### config.mk
export PLATFORM = sky130hd
export DESIGN_NAME = div_unit
export DESIGN_NICKNAME = d
export VERILOG_FILES = /design/src/rtl/div_unit.sv
export SDC_FILE = /design/constraint.sdc
export NUM_CORES = 1
export LEC_CHECK = 0
export ABC_AREA = 1
export BUFFER_PORTS_ARGS = -buffer_cell sky130_fd_sc_hd__buf_4
export CAP_MARGIN = 20
export CORE_MARGIN = 5
export CORE_UTILIZATION = 55
export CTS_BUF_LIST = sky130_fd_sc_hd__clkbuf_2 sky130_fd_sc_hd__clkbuf_4 sky130_fd_sc_hd__clkbuf_8
export DETAILED_ROUTE_END_ITERATION = 6
export PLACE_DENSITY = 0.82
export SKIP_CTS_REPAIR_TIMING = 1
export SYNTH_ARGS = -nofsm -noshare
export SYNTH_HDL_FRONTEND = slang
export SYNTH_SLANG_ARGS = --single-unit
### constraint.sdc
create_clock -name clk -period 8.1 [get_ports clk]
set_clock_uncertainty 0.05 [all_clocks]
set_input_delay 2.43 -clock clk [delete_from_list [all_inputs] [get_ports clk]]
set_output_delay 2.43 -clock clk [all_outputs]
set_load 0.02 [all_outputs]
### src/rtl/div_unit.sv
// Iterative restoring divider for DIV/DIVU: quotient to LO path, remainder to HI path.
// One quotient bit per cycle; start accepted only in IDLE, done pulses 34 cycles later (1 for divide-by-zero).
module div_unit #(
  parameter int WIDTH = 32
) (
  input  logic             clk,
  input  logic             reset,
  input  logic             start,
  input  logic             is_unsigned,
  input  logic [WIDTH-1:0] dividend,
  input  logic [WIDTH-1:0] divisor,
  output logic [WIDTH-1:0] div_high_out,
  output logic [WIDTH-1:0] div_low_out,
  output logic             div_zero,
  output logic             busy,
  output logic             done
);

  localparam int CW = $clog2(WIDTH);

  typedef enum logic [1:0] {IDLE, RUN, FIX, DONE} state_t;

  state_t           state_q, state_d;
  logic [WIDTH-1:0] rem_q, rem_d;
  logic [WIDTH-1:0] quo_q, quo_d;
  logic [WIDTH-1:0] dvs_q, dvs_d;
  logic [CW-1:0]    cnt_q, cnt_d;
  logic             sgnq_q, sgnq_d;
  logic             sgnr_q, sgnr_d;
  logic [WIDTH-1:0] hi_q, hi_d;
  logic [WIDTH-1:0] lo_q, lo_d;
  logic             dz_q, dz_d;

  logic             neg_a, neg_b;
  logic [WIDTH:0]   shifted;
  logic [WIDTH-1:0] trial;
  logic             trial_ge;

  assign neg_a    = !is_unsigned && dividend[WIDTH-1];
  assign neg_b    = !is_unsigned && divisor[WIDTH-1];
  assign shifted  = {rem_q, quo_q[WIDTH-1]};
  // When the trial fits (shifted >= divisor), the difference is below 2^WIDTH.
  assign trial_ge = shifted >= {1'b0, dvs_q};
  assign trial    = shifted[WIDTH-1:0] - dvs_q;

  always_comb begin
    state_d = state_q;
    rem_d   = rem_q;
    quo_d   = quo_q;
    dvs_d   = dvs_q;
    cnt_d   = cnt_q;
    sgnq_d  = sgnq_q;
    sgnr_d  = sgnr_q;
    hi_d    = hi_q;
    lo_d    = lo_q;
    dz_d    = dz_q;
    case (state_q)
      IDLE: begin
        if (start) begin
          if (divisor == '0) begin
            dz_d    = 1'b1;
            state_d = DONE;
          end else begin
            sgnq_d  = neg_a ^ neg_b;
            sgnr_d  = neg_a;
            quo_d   = neg_a ? -dividend : dividend;
            dvs_d   = neg_b ? -divisor : divisor;
            rem_d   = '0;
            cnt_d   = '0;
            dz_d    = 1'b0;
            state_d = RUN;
          end
        end
      end
      RUN: begin
        if (trial_ge) begin
          rem_d = trial;
          quo_d = {quo_q[WIDTH-2:0], 1'b1};
        end else begin
          rem_d = shifted[WIDTH-1:0];
          quo_d = {quo_q[WIDTH-2:0], 1'b0};
        end
        cnt_d = cnt_q + CW'(1);
        if (cnt_q == CW'(WIDTH - 1)) state_d = FIX;
      end
      FIX: begin
        lo_d    = sgnq_q ? -quo_q : quo_q;
        hi_d    = sgnr_q ? -rem_q : rem_q;
        state_d = DONE;
      end
      DONE:    state_d = IDLE;
      default: state_d = IDLE;
    endcase
  end

  always_ff @(posedge clk or posedge reset) begin
    if (reset) begin
      state_q <= IDLE;
      rem_q   <= '0;
      quo_q   <= '0;
      dvs_q   <= '0;
      cnt_q   <= '0;
      sgnq_q  <= 1'b0;
      sgnr_q  <= 1'b0;
      hi_q    <= '0;
      lo_q    <= '0;
      dz_q    <= 1'b0;
    end else begin
      state_q <= state_d;
      rem_q   <= rem_d;
      quo_q   <= quo_d;
      dvs_q   <= dvs_d;
      cnt_q   <= cnt_d;
      sgnq_q  <= sgnq_d;
      sgnr_q  <= sgnr_d;
      hi_q    <= hi_d;
      lo_q    <= lo_d;
      dz_q    <= dz_d;
    end
  end

  assign div_high_out = hi_q;
  assign div_low_out  = lo_q;
  assign div_zero     = dz_q;
  assign busy         = (state_q != IDLE);
  assign done         = (state_q == DONE);

endmodule

# [Word-level counts from Yosys, hierarchy flattened]
# Index checks and enable logic that the tools add are counted.
[totals] reg_bits=170
[classes] n_addsub=6 n_lt_le_gt_ge=1 eq_ne=7 muxes=20 n_bitwise=2 reduce_logical=11
[op_table] cell="2-to-1 mux 32 bit" count=9
[op_table] cell="negator 32 bit" count=4
[op_table] cell="one-hot mux 32 bit (2 select lines)" count=2
[op_table] cell="greater-or-equal comparator 33 x 32 -> 1 bit" count=1
[op_table] cell="zero test 32 bit" count=1
[op_table] cell="subtractor 32 bit" count=1
[op_table] cell="2-to-1 mux 5 bit" count=2
[op_table] cell="one-hot mux 5 bit (2 select lines)" count=1
[op_table] cell="one-hot mux 2 bit (4 select lines)" count=1
[op_table] cell="2-to-1 mux 2 bit" count=3
[op_table] cell="inequality test 2 bit (second input constant)" count=3
[op_table] cell="AND reduction 3 bit" count=2
[op_table] cell="adder 5 x 1 -> 5 bit (second input constant)" count=1
[op_table] cell="== test 5 bit (second input constant)" count=1
[op_table] cell="== test 2 bit (second input constant)" count=2
[op_table] cell="AND reduction 2 bit" count=2
[op_table] cell="nonzero test 2 bit" count=2
[op_table] cell="== test 2 x 1 -> 1 bit (second input constant)" count=1
[op_table] cell="logical AND 1 bit" count=2
[op_table] cell="zero test 2 bit" count=1
[op_table] cell="2-to-1 mux 1 bit" count=2
[op_table] cell="zero test 1 bit" count=1
[op_table] cell="inverter 1 bit" count=1
[op_table] cell="XOR 1 bit" count=1

# [Depth between registers and ports, before layout]
[logic_depth] ltp_word=6 mapped_depth=16

# [Worst setup path after synthesis]
# No wires, ideal clock.
[synth_timing] kind="input port to flip-flop" start="input divisor[0]" end="register quo_q[17]" setup_ns=0.132 t_arrival_ns=3.689 required_time_ns=7.918 path_slack_ns=4.229 path_stages=13 n_path_buf=2 cell_sequence="inv_1 -> ha_1 -> nand3_2 -> nor2_2 -> nand3_1 -> nor2_2 -> inv_2 -> nand3_2 -> buf_6 -> nor2_4 -> buf_6 -> nand3_1 -> o211ai_1"
[synth_via] elab_chain_len=3
[synth_lines] element="start, declared" line="11" source="input logic [WIDTH-1:0] divisor,"
[synth_lines] element="zero test 32 bit" line="60" source="if (divisor == '0) begin"
[synth_lines] element="inequality test 2 bit (no source line)"
[synth_lines] element="AND reduction 3 bit (no source line)"
[synth_lines] element="end signal, assigned" line="111" source="quo_q <= quo_d;"
[synth_lines] element="end, declared" line="25" source="logic [WIDTH-1:0] quo_q, quo_d;"
# No other way between the ends.
# A chain may end at the register's enable or synchronous reset.

# [Worst setup path in the final report]
[layout_timing] start="input divisor[0]" end="register cnt_q[2]"
[layout_via] elab_chain_len=3
[layout_lines] element="zero test 32 bit" line="60"
[layout_lines] element="inequality test 2 bit (no source line)"
[layout_lines] element="AND reduction 3 bit (no source line)"
[layout_lines] element="end signal, assigned" line="113" source="cnt_q <= cnt_d;"
[layout_lines] element="end, declared" line="27" source="logic [CW-1:0] cnt_q, cnt_d;"
# No other way between the ends.

==> qor.csv <==
stage,metric,value,unit
setup_path,r2r.worst_path.cells,6,
grt,grt.overflow.total,0,
clock_tree,clk_pin_slew,0.09,ns
sta,fin_crit,4.869,ns
worst_hold_path,min-delay-start,div_high_out[25],
die,dieArea,0.02699,mm²
synthesis,synth.yosys.seq_area_share,0.3249,
routing,first_iter_violations,1125,
finish,final_nets,2220,
synthesis,synth.cell_area,0.01310,mm²
synthesis,yosysTopAreaCellShare,0.3249,
grt,gr-usage-all-layers,0.2675,
sta,rsz0062_at_grt,false,
finish,finalInstanceArea,0.01468,mm²
sta,finalSetupTns,0,ns
clock_tree,cts_buffers,17,
finish,n_antenna_cell,0,
routing,dr_total_vias,12900,
routing,ant_nets,0,
sta,min_period_over_period,0.6012,
sta,final_hold_viol_count,0,
clock_tree,cts.path.max_buffers,2,
sta,fin_ws,3.231,ns
job,drv_cap,0,
setup_path,crit_slowest_cell,o21ai_4,
synthesis,ys_types,49,
finish,final-instance-count-excl-fill,2440,
finish,layout_commonest_cell,nand2_1,
routing,wl,35770,µm
placement,dp_hpwl,27940,µm
sta,drv_slew,0,
sta,slew_headroom,0.3750,
die,fp.dieW,164.3,µm
worst_hold_path,whs_path_depth,2,
synthesis,synth_warnings,0,
setup_path,start_kind,input port,
routing,drc_errors,0,
clock_tree,cts_tree,done,
worst_hold_path,hold-path-endpoint,div_high_out[25],
pwr,peakVddDrop,0.1862,mV
die,core_area,0.02347,mm²
clock_tree,cts_max_level,4,
die,num_io_pins,135,
die,start_util,0.5579,
grt,grt_pass1_wl,58510,µm
setup_path,r2r_slack,4.85,ns
worst_hold_path,hp-class,register to register,
sta,worstMarginPinSlew,0.9375,ns
setup_path,path_cells,buf_4 -> inv_1 -> ha_1 -> nand3_2 -> nor2_2 -> nand3_1 -> nor2_2 -> inv_2 -> nand3_2 -> o21ai_4 -> inv_6 -> o21ai_0,
synthesis,yosys.area.top_type,dfrtp_1,
setup_path,reg2reg_from,state_q[1],
placement,port_buffers,134,
setup_path,crit_type,input port to register,
synthesis,synth_seq_cells,170,
setup_path,cp-end-kind,register,
finish,final_cell_mix,"nand2_1, inv_1, nand3_1",
clock_tree,clock_sinks,170,
routing,via_per_inst,5.289,
placement,gp_congestion,0.9741,
sta,fmax,0.2054,GHz
clock_tree,clock_latency,0.48,ns
grt,grt_pass1_vias,11660,
placement,place_inst,2406,
clock_tree,clk_root_buffer_cell,clkbuf_8,
setup_path,required,8.42,ns
setup_path,path_max_fanout,53,
finish,synthToLayoutAreaGrowth,12.10,%
die,num_rows,56,
finish,drive_gt1_frac,0.1084,
sta,whs,0.4388,ns
pwr,powerDensity,440.2,mW/mm²
synthesis,synthCells,2009,
die,die_h,164.3,µm
finish,register_area,0.004254,mm²
setup_path,rr_endpoint,cnt_q[2],
pwr,p_leak,7.775,nW
grt,grt_max_degree,112,
synthesis,synth_area_leaders,"dfrtp_1, nand2_1, nand3_1",
setup_path,slowest_delay,0.69,ns
routing,routedWlPerCell,14.66,µm
finish,fillCellCount,2226,
sta,setup_viol,0,
synthesis,syn_avg_cell_area,6.518,µm²
routing,dr.pass1.iters,6,
outcome,status,completed,
synthesis,synthesis.nets,2121,
placement,placed_area,0.01420,mm²
grt,antenna_found_initial,0,
placement,pre_cts_ws,2.778,ns
finish,multi_input_area,0.007443,mm²
setup_path,worstPathArrival,5.19,ns
-- stage by stage --
stage | util | power, mW
2_1_floorplan | - | 4.665
3_3_place_gp | 0.6050 | 5.611
3_5_place_dp | 0.6050 | 5.727
4_1_cts | 0.6230 | 6.399
5_1_grt | 0.6254 | 7.085
6_report | 0.6254 | 6.462
-- report_power, final --
group	switching, mW	total [mW]	internal, mW	leakage, nW
clock	0.355	0.654	0.299	0.212
combinational	2.73	4.18	1.45	5.44
sequential	0.381	1.62	1.24	2.13
total	3.47	6.46	2.99	7.78
-- area by class of cell --
class / instances / share of cell area
clock inverter: 13 / 0.01100
multi-input combinational: 1499 / 0.5071
timing repair buffer: 142 / 0.07535
tap: 319 / 0.02719
sequential: 170 / 0.2898
clock buffer: 19 / 0.01781
inverter: 278 / 0.07177
-- cell families after synthesis --
kind of cell	synth area share
and+or+nand+nor	0.3803
buffers and inverters	0.1075
AOI/OAI and AO/OA	0.08714
DFF	0.3249
xor gates and xnor gates	0.05685
adders and majority gates	0.04261
muxes	0.0007644
-- Yosys cell counts, drive strengths merged --
cell	instances
a21oi	37
a22oi	1
a31oi	21
and2	6
and3	3
buf	37
clkbuf	25
dfrtp	170
fa	1
ha	43
inv	278
mux2i	1
nand2	682
nand3	219
nand3b	16
nand4	20
nor2	189
nor3	20
nor3b	1
nor4	3
o211ai	14
o21ai	114
o21bai	3
o22ai	5
o31ai	3
o41ai	1
or2	11
xnor2	22
xor2	63
-- layer usage --
| metal | vias up | wire length (µm) | global-route usage |
|---|---|---|---|
| li1 | 6550 | - | - |
| met1 | 5778 | 17210 | 0.4236 |
| met2 | 543 | 14590 | 0.3864 |
| met3 | 33 | 3502 | 0.03789 |
| met4 | 0 | 467 | 0.05719 |
| met5 | - | 0 | 0 |
-- flip-flops by register name, summed over array words and instances, names as in the netlist --
register	count
cnt_q	5
div_high_out	32
div_low_out	32
div_zero	1
dvs_q	32
quo_q	32
rem_q	32
sgnq_q	1
sgnr_q	1
state_q	2
-- critical path: cells and delay by family --
kind	cells	cell delay, ns
buf+inv	4	0.50
fa+ha+maj	1	0.23
simple gates	5	1.02
compound gates	2	0.99
-- how the worst max path moves through the flow --
| stage | startpoint | to | slack, ns |
|---|---|---|---|
| 2_1_floorplan | reset | cnt_q[0] | 1.02 |
| 3_5_place_dp | divisor[0] | cnt_q[2] | 2.78 |
| 5_1_grt | divisor[1] | cnt_q[2] | 2.97 |
| 3_3_place_gp | divisor[1] | quo_q[7] | 2.85 |
| 4_1_cts | divisor[0] | cnt_q[2] | 3.26 |
| 6_report | divisor[0] | cnt_q[2] | 3.23 |
(Power assumes the default switching activity.)
